File: src/rtl/tdes_pass_sequencer.sv
// Triple DES pass sequencer: runs three single-DES passes (E-D-E or D-E-D)
// through one shared DES core and holds the final block for the AHB slave.
module tdes_pass_sequencer (
    input  logic        HCLK,
    input  logic        HRESET,
    input  logic        enable,
    input  logic        encryptionType,
    input  logic [63:0] data,
    input  logic [63:0] key1,
    input  logic [63:0] key2,
    input  logic [63:0] key3,
    input  logic        resultRead,
    output logic        des_start,
    output logic        des_decrypt,
    output logic [63:0] des_key,
    output logic [63:0] des_din,
    input  logic        des_done,
    input  logic [63:0] des_dout,
    output logic        busy,
    output logic        outputEnable,
    output logic [63:0] outputData,
    output logic        overrun
);

    typedef enum logic [2:0] {
        S_IDLE = 3'd0,
        S_P1   = 3'd1,
        S_P2   = 3'd2,
        S_P3   = 3'd3,
        S_DONE = 3'd4
    } state_t;

    state_t      state_q, state_d;
    logic        enc_q, enc_d;
    logic [63:0] key1_q, key1_d;
    logic [63:0] key2_q, key2_d;
    logic [63:0] key3_q, key3_d;
    logic [63:0] work_q, work_d;
    logic        start_q, start_d;
    logic        dec_q, dec_d;
    logic [63:0] dkey_q, dkey_d;
    logic        busy_q, busy_d;
    logic        oe_q, oe_d;
    logic [63:0] odata_q, odata_d;
    logic        ovr_q, ovr_d;

    logic        accept_s;
    logic        done_ok_s;
    logic        in_pass_d_s;

    function automatic logic is_pass(input state_t s);
        return (s == S_P1) || (s == S_P2) || (s == S_P3);
    endfunction

    // Encrypt uses k1,k2,k3; decrypt walks the keys backwards.
    function automatic logic [63:0] pass_key(input state_t s, input logic enc,
                                             input logic [63:0] k1,
                                             input logic [63:0] k2,
                                             input logic [63:0] k3);
        logic [63:0] k;
        case (s)
            S_P1:    k = enc ? k1 : k3;
            S_P2:    k = k2;
            S_P3:    k = enc ? k3 : k1;
            default: k = 64'h0;
        endcase
        return k;
    endfunction

    function automatic logic pass_dec(input state_t s, input logic enc);
        logic d;
        case (s)
            S_P1, S_P3: d = ~enc;
            S_P2:       d = enc;
            default:    d = 1'b0;
        endcase
        return d;
    endfunction

    assign accept_s  = enable && ((state_q == S_IDLE) || (state_q == S_DONE));
    // A done coinciding with our own start pulse belongs to no pass.
    assign done_ok_s = des_done && is_pass(state_q) && !start_q;

    // Next-state and next-output computation.
    always_comb begin
        state_d = state_q;
        enc_d   = enc_q;
        key1_d  = key1_q;
        key2_d  = key2_q;
        key3_d  = key3_q;
        work_d  = work_q;
        dec_d   = dec_q;
        dkey_d  = dkey_q;
        oe_d    = oe_q;
        odata_d = odata_q;
        ovr_d   = ovr_q;
        start_d = 1'b0;
        busy_d  = 1'b0;
        in_pass_d_s = 1'b0;

        case (state_q)
            S_IDLE, S_DONE: begin
                if (accept_s) begin
                    enc_d   = encryptionType;
                    key1_d  = key1;
                    key2_d  = key2;
                    key3_d  = key3;
                    work_d  = data;
                    ovr_d   = 1'b0;
                    oe_d    = 1'b0;
                    state_d = S_P1;
                end else if ((state_q == S_DONE) && resultRead && oe_q) begin
                    oe_d    = 1'b0;
                    state_d = S_IDLE;
                end else begin
                    state_d = state_q;
                end
            end
            S_P1, S_P2, S_P3: begin
                if (enable) begin
                    ovr_d = 1'b1;
                end else begin
                    ovr_d = ovr_q;
                end
                if (done_ok_s) begin
                    work_d = des_dout;
                    if (state_q == S_P1) begin
                        state_d = S_P2;
                    end else if (state_q == S_P2) begin
                        state_d = S_P3;
                    end else begin
                        state_d = S_DONE;
                        odata_d = des_dout;
                        oe_d    = 1'b1;
                    end
                end else begin
                    state_d = state_q;
                end
            end
            default: begin
                state_d = S_IDLE;
            end
        endcase

        in_pass_d_s = is_pass(state_d);
        busy_d      = in_pass_d_s;
        // Key and direction are registered from the upcoming state so they
        // are already valid alongside the start pulse and hold for the pass.
        if (in_pass_d_s) begin
            dkey_d  = pass_key(state_d, enc_d, key1_d, key2_d, key3_d);
            dec_d   = pass_dec(state_d, enc_d);
            start_d = (state_d != state_q);
        end else begin
            dkey_d  = dkey_q;
            dec_d   = dec_q;
            start_d = 1'b0;
        end
    end

    // State and datapath registers.
    always_ff @(posedge HCLK or negedge HRESET) begin
        if (!HRESET) begin
            state_q <= S_IDLE;
            enc_q   <= 1'b0;
            key1_q  <= 64'h0;
            key2_q  <= 64'h0;
            key3_q  <= 64'h0;
            work_q  <= 64'h0;
            start_q <= 1'b0;
            dec_q   <= 1'b0;
            dkey_q  <= 64'h0;
            busy_q  <= 1'b0;
            oe_q    <= 1'b0;
            odata_q <= 64'h0;
            ovr_q   <= 1'b0;
        end else begin
            state_q <= state_d;
            enc_q   <= enc_d;
            key1_q  <= key1_d;
            key2_q  <= key2_d;
            key3_q  <= key3_d;
            work_q  <= work_d;
            start_q <= start_d;
            dec_q   <= dec_d;
            dkey_q  <= dkey_d;
            busy_q  <= busy_d;
            oe_q    <= oe_d;
            odata_q <= odata_d;
            ovr_q   <= ovr_d;
        end
    end

    assign des_start    = start_q;
    assign des_decrypt  = dec_q;
    assign des_key      = dkey_q;
    assign des_din      = work_q;
    assign busy         = busy_q;
    assign outputEnable = oe_q;
    assign outputData   = odata_q;
    assign overrun      = ovr_q;

endmodule

File: config.mk
export PLATFORM = sky130hd
export DESIGN_NAME = tdes_pass_sequencer
export DESIGN_NICKNAME = d
export VERILOG_FILES = /design/src/rtl/tdes_pass_sequencer.sv
export SDC_FILE = /design/constraint.sdc
export NUM_CORES = 1
export LEC_CHECK = 0
export BUFFER_PORTS_ARGS = -buffer_cell sky130_fd_sc_hd__buf_2
export CAP_MARGIN = 20
export CORE_ASPECT_RATIO = 0.5
export CORE_UTILIZATION = 45
export CTS_CLUSTER_DIAMETER = 120
export DETAILED_ROUTE_END_ITERATION = 10
export HOLD_SLACK_MARGIN = 0.12
export PLACE_DENSITY_LB_ADDON = 0.05
export SYNTH_ARGS = -nofsm -noshare
export SYNTH_HDL_FRONTEND = slang
export SYNTH_SLANG_ARGS = --single-unit
export TNS_END_PERCENT = 10
File: constraint.sdc
create_clock -name HCLK -period 6.2 [get_ports HCLK]
set_input_delay 0.31 -clock HCLK [delete_from_list [all_inputs] [get_ports HCLK]]
set_output_delay 0.31 -clock HCLK [all_outputs]
set_load 0.01 [all_outputs]
-- Yosys cells after proc, flatten, opt, wreduce, memory -nomap -nowiden
Cells that the tools add are included.
W data, S select, Z words.
- logic and storage cells: 81
- register bits: 393
- reduce and logical (&&, ||, !) cells: 20
- muxes and demuxes: 31
- eq/ne operators: 14
- bitwise operators: 3
- operators with widths (operator ; count):
    $mux W64 ; 10
    $pmux W64 S3 ; 1
    $pmux W64 S2 ; 1
    $mux W3 ; 5
    $eq A3 B2 Y1 const B ; 4
    $mux W1 ; 10
    $ne A2 B2 Y1 const B ; 5
    $eq A3 B1 Y1 const B ; 2
    $pmux W1 S2 ; 3
    $pmux W3 S2 ; 1
    $reduce_and A3 Y1 ; 2
    $logic_and A1 B1 Y1 ; 5
    $logic_or A1 B1 Y1 ; 5
    $reduce_and A5 Y1 ; 1
    $reduce_and A4 Y1 ; 1
    $reduce_or A2 Y1 ; 2
    $eq A3 B3 Y1 const B ; 1
    $logic_not A3 Y1 ; 1
    $ne A3 B3 Y1 ; 1
    $ne A3 B3 Y1 const B ; 1
    $not A1 Y1 ; 3
    $reduce_or A3 Y1 ; 1
    $reduce_bool A2 Y1 ; 1
    $logic_not A1 Y1 ; 1

-- Logic depth before layout (Yosys ltp)
- word-level depth: 11
- depth in mapped cells: 9

-- Worst setup path after synthesis
Ideal clock, no wire load.
- path kind: register to register
- start point: register state_q[0]
- end point: register dkey_q[11] (netlist: des_key[11])
- path buffers: 4
- cell stages (with the launch flop): 9
- path slack: 4260 ps
- arrival time: 1808 ps
- clock period less this slack: 1940 ps
- setup time: 132 ps
- cell sequence: dfrtp_1 > buf_6 > nor3b_2 > buf_4 > buf_2 > buf_2 > mux2_2 > a22oi_1 > o21ai_0
- elaborated cells between the ends (all ways): 37
- RTL lines (element ; RTL line ; source):
    start: declaration ; 33 ; state_t state_q, state_d;
    start signal: assignment ; 177 ; state_q <= state_d;
    $eq A3 B3 Y1 / $logic_not A3 Y1 (equally long branches) ; 80, 101 ;
    $logic_or A1 B1 Y1 ; 80 ; assign accept_s = enable && ((state_q == S_IDLE) || (state_q == S_DONE));
    $logic_and A1 B1 Y1 ; 80 ;
    $mux W64 ; 103 ; if (accept_s) begin
    $mux W64 (*) ; 101 ; case (state_q)
    via key2_d[11] ; 36 ; logic [63:0] key2_q, key2_d;
    $pmux W64 S3 (*) ; 61 ; case (s)
    end signal: assignment ; 185 ; dkey_q <= dkey_d;
    end: declaration ; 41 ; logic [63:0] dkey_q, dkey_d;
Mark *: on every way through the listed nets, which the timed path passes. The rest lies on a longest branch.
A chain may end at the register's enable or synchronous reset.

-- Worst setup path in the final report
- start point: register state_q[1]
- end point: register dkey_q[4] (netlist: des_key[4])
- elaborated cells between the ends (all ways): 37
- RTL lines (element ; RTL line ; source):
    $eq A3 B3 Y1 / $logic_not A3 Y1 (equally long branches) ; 80, 101 ;
    $logic_or A1 B1 Y1 ; 80 ;
    $logic_and A1 B1 Y1 ; 80 ;
    $mux W64 ; 103 ;
    $mux W64 (*) ; 101 ;
    via key1_d[4] ; 35 ; logic [63:0] key1_q, key1_d;
    $mux W64 (on tied branches) ; 64, 62 ;
    $pmux W64 S3 (*) ; 61 ;
Marks and branches as above.

==> results.json <==
{
  "synth_ff_type": "dfrtp_1",
  "path_class": "register to register",
  "setup_tns_ns": 0,
  "drv_slew": 0,
  "fmax_mhz": 271,
  "cts-buffers-inserted": 38,
  "final_layout_size_suffix_gt1_frac": 0.341,
  "io_pins": 523,
  "netlist_top_cells_area": "dfrtp_1, mux2_2, mux2i_1",
  "track_usage": 0.263,
  "status": "complete, no violations",
  "slowest_stage": "buf_12",
  "fin_area_sq_mm": 0.0250,
  "clockBufferDepth": 3,
  "async_flop_share": 1.00,
  "hold_viol_final": 0,
  "fin_ws_ns": 2.51,
  "vias_per_cell": 5.24,
  "avgRoutedWirePerCell_microns": 19.0,
  "cts_sinks": 393,
  "clk_latency_ns": 0.53,
  "grt_first_pass_wirelength_microns": 83100,
  "drt_iter0_markers": 964,
  "cts_root_buffer": "clkbuf_16",
  "finalCritPeriodShare": 0.594,
  "ys_seq_area_frac": 0.556,
  "core_sq_mm": 0.0380,
  "worst_slew_pin_slew_ns": 1.10,
  "hold-path-cell-count": 3,
  "leakagePower_nw": 11.7,
  "port_buffers": 522,
  "yosysUniqueCellTypes": 37,
  "rows": 50,
  "htree_levels": 2,
  "cts-resized-gates": 0,
  "worstPathRequired_ns": 6.63,
  "post-cts-setup-buffers": 0,
  "antenna_found_initial": 3,
  "maxCapViolations": 0,
  "post-route-min-period_ns": 3.69,
  "synth_edf_count": 0,
  "critPathTopFamily": "buffers and inverters",
  "cts_tree": "built",
  "skew_ns": 0.0127,
  "yosysMostFrequentCell": "dfrtp_1",
  "clkTransAtPathRegs_ns": 0.06,
  "crit_chain": "nor3b_4 > buf_12 > buf_4 > mux2_2 > nor2_1 > or3_1 > a21oi_1",
  "worst_r2r_path_depth": 7,
  "holdWs_ns": 0.144,
  "grt_max_degree": 173,
  "wirelength_microns": 53500,
  "endpoint_kind": "register",
  "die_y_microns": 142,
  "crit_cells": 7,
  "critical_path_buf_inv_count": 2,
  "syn_nets": 1811,
  "remaining_drc_errors": 0,
  "hold_buffers": 320,
  "dr.pass1.iters": 7,
  "critPathMaxFanout": 172,
  "place_congestion": 0.827,
  "avgSynthCellArea_sq_um": 11.9,
  "synth_top_area_share": 0.556,
  "power.density_mw_per_mm2": 507,
  "detail-route-antenna-nets": 0,
  "relSlewSlack": 0.270,
  "ir_drop_v": 0.000374,
  "rsz0062_at_grt": "no",
  "critPathMaxStageDelay_ns": 0.79,
  "syn_area_sq_mm": 0.0177,
  "setup.worst_path.start_class": "register",
  "nets": 2590,
  "synthToLayoutAreaGrowth_pct": 41.3,
  "die_w_microns": 282,
  "yosysWarnings": 0,
  "place_ws_ns": 2.60,
  "grt_pass1_vias": 15600,
  "die-area_sq_mm": 0.0401,
  "final_util": 0.657,
  "vias": 14800,
  "critPathArrivalTime_ns": 4.12,
  "setup_viol": 0,
  "gr-total-overflow": 0,
  "placed_area_sq_mm": 0.0206,
  "synth-seq-cells": 393,
  "min_path_type": "input pin to register",
  "synth_common_cells": "dfrtp_1, mux2_2, mux2i_1",
  "yosysTopAreaCell": "dfrtp_1",
  "start_util": 0.465,
  "netlist_instances": 1485,
  "place_hpwl_microns": 31600
}
[final timing paths]
| path | startpoint | end | slack [ns] |
|---|---|---|---|
| max | state_q[1] | des_key[4] | 2.51 |
| max in group asynchronous | HRESET | key3_q[44] | 4.33 |
| min reg2reg | des_din[20] | des_din[20] | 0.47 |
| max reg2reg | state_q[1] | des_key[4] | 2.51 |
| min | data[24] | des_din[24] | 0.14 |
| min in group asynchronous | HRESET | key2_q[14] | 0.39 |
[layout make-up]
class                      count  area [sq um]
clock inverter                 8          45.0
inverter                      85           319
sequential                   393          9830
clock buffer                  57          1170
fill                        3062         13100
antenna                        4          10.0
tap                          520           651
multi-input combinational    888          6950
timing repair buffer         858          6000
[worst min-delay path, delay by kind of cell]
kind	cells	cell delay, ns
buffers and inverters	1	0.07
AOI/OAI and AO/OA	1	0.19
muxes	1	0.05
[registers in the layout (all words and copies together) (netlist names)]
| name | cells |
|---|---|
| enc_q | 1 |
| key1_q | 64 |
| busy | 1 |
| key3_q | 64 |
| outputData | 64 |
| overrun | 1 |
| outputEnable | 1 |
| key2_q | 64 |
| des_start | 1 |
| des_key | 64 |
| state_q | 3 |
| des_decrypt | 1 |
| des_din | 64 |
[per-stage QoR]
stage,cells,power (W)
after global placement,2423,0.0101
after floorplan,1485,0.00838
after global routing,2812,0.0136
after detailed placement,2424,0.0102
after CTS,2809,0.0127
final,2813,0.0127
[layer usage]
metal,global-route usage,up-vias,wire length (microns)
li1,-,6898,-
met4,0.0976,0,1900
met5,0,-,0
met2,0.464,416,27300
met1,0.322,7318,21800
met3,0.0466,122,2490
[cell families after synthesis]
kind of cell	share of synthesized area
xor gates and xnor gates	0.000496
AOI/OAI and AO/OA	0.128
muxes	0.208
buffers and inverters	0.0546
and+or+nand+nor	0.0531
DFF	0.556
[where the power goes]
part	internal (W)	switching, W	leakage, nW	total (W)
Clock	0.00130	0.00101	0.596	0.00231
Combinational	0.00254	0.00335	6.41	0.00589
Sequential	0.00390	0.000553	4.69	0.00445
[layout by cell type, fill, tap and decap left out, types with 2 or more instances in the layout]
cell type      synthesis  layout
nand2_1               69      68
dlygate4sd3_1          0     320
a221oi_1             104     104
nor2b_1               26      26
o211ai_1               2       2
clkbuf_8               0       8
buf_12                 0       3
dfrtp_1              393     393
diode_2                0       4
inv_1                 84      84
nor2_4                 0       2
a211oi_1              24      24
clkbuf_1              41       8
clkbuf_16              0      41
a21oi_1               52      51
o21ai_0              108     107
mux2_2               175     175
nor2_1                77      75
buf_2                 42     521
a22oi_1               41      41
clkinv_2               0       6
mux2i_1              168     168
buf_4                 17      12
clkinvlp_4             0       2
or3_1                 25      25
(Power assumes the default switching activity.)
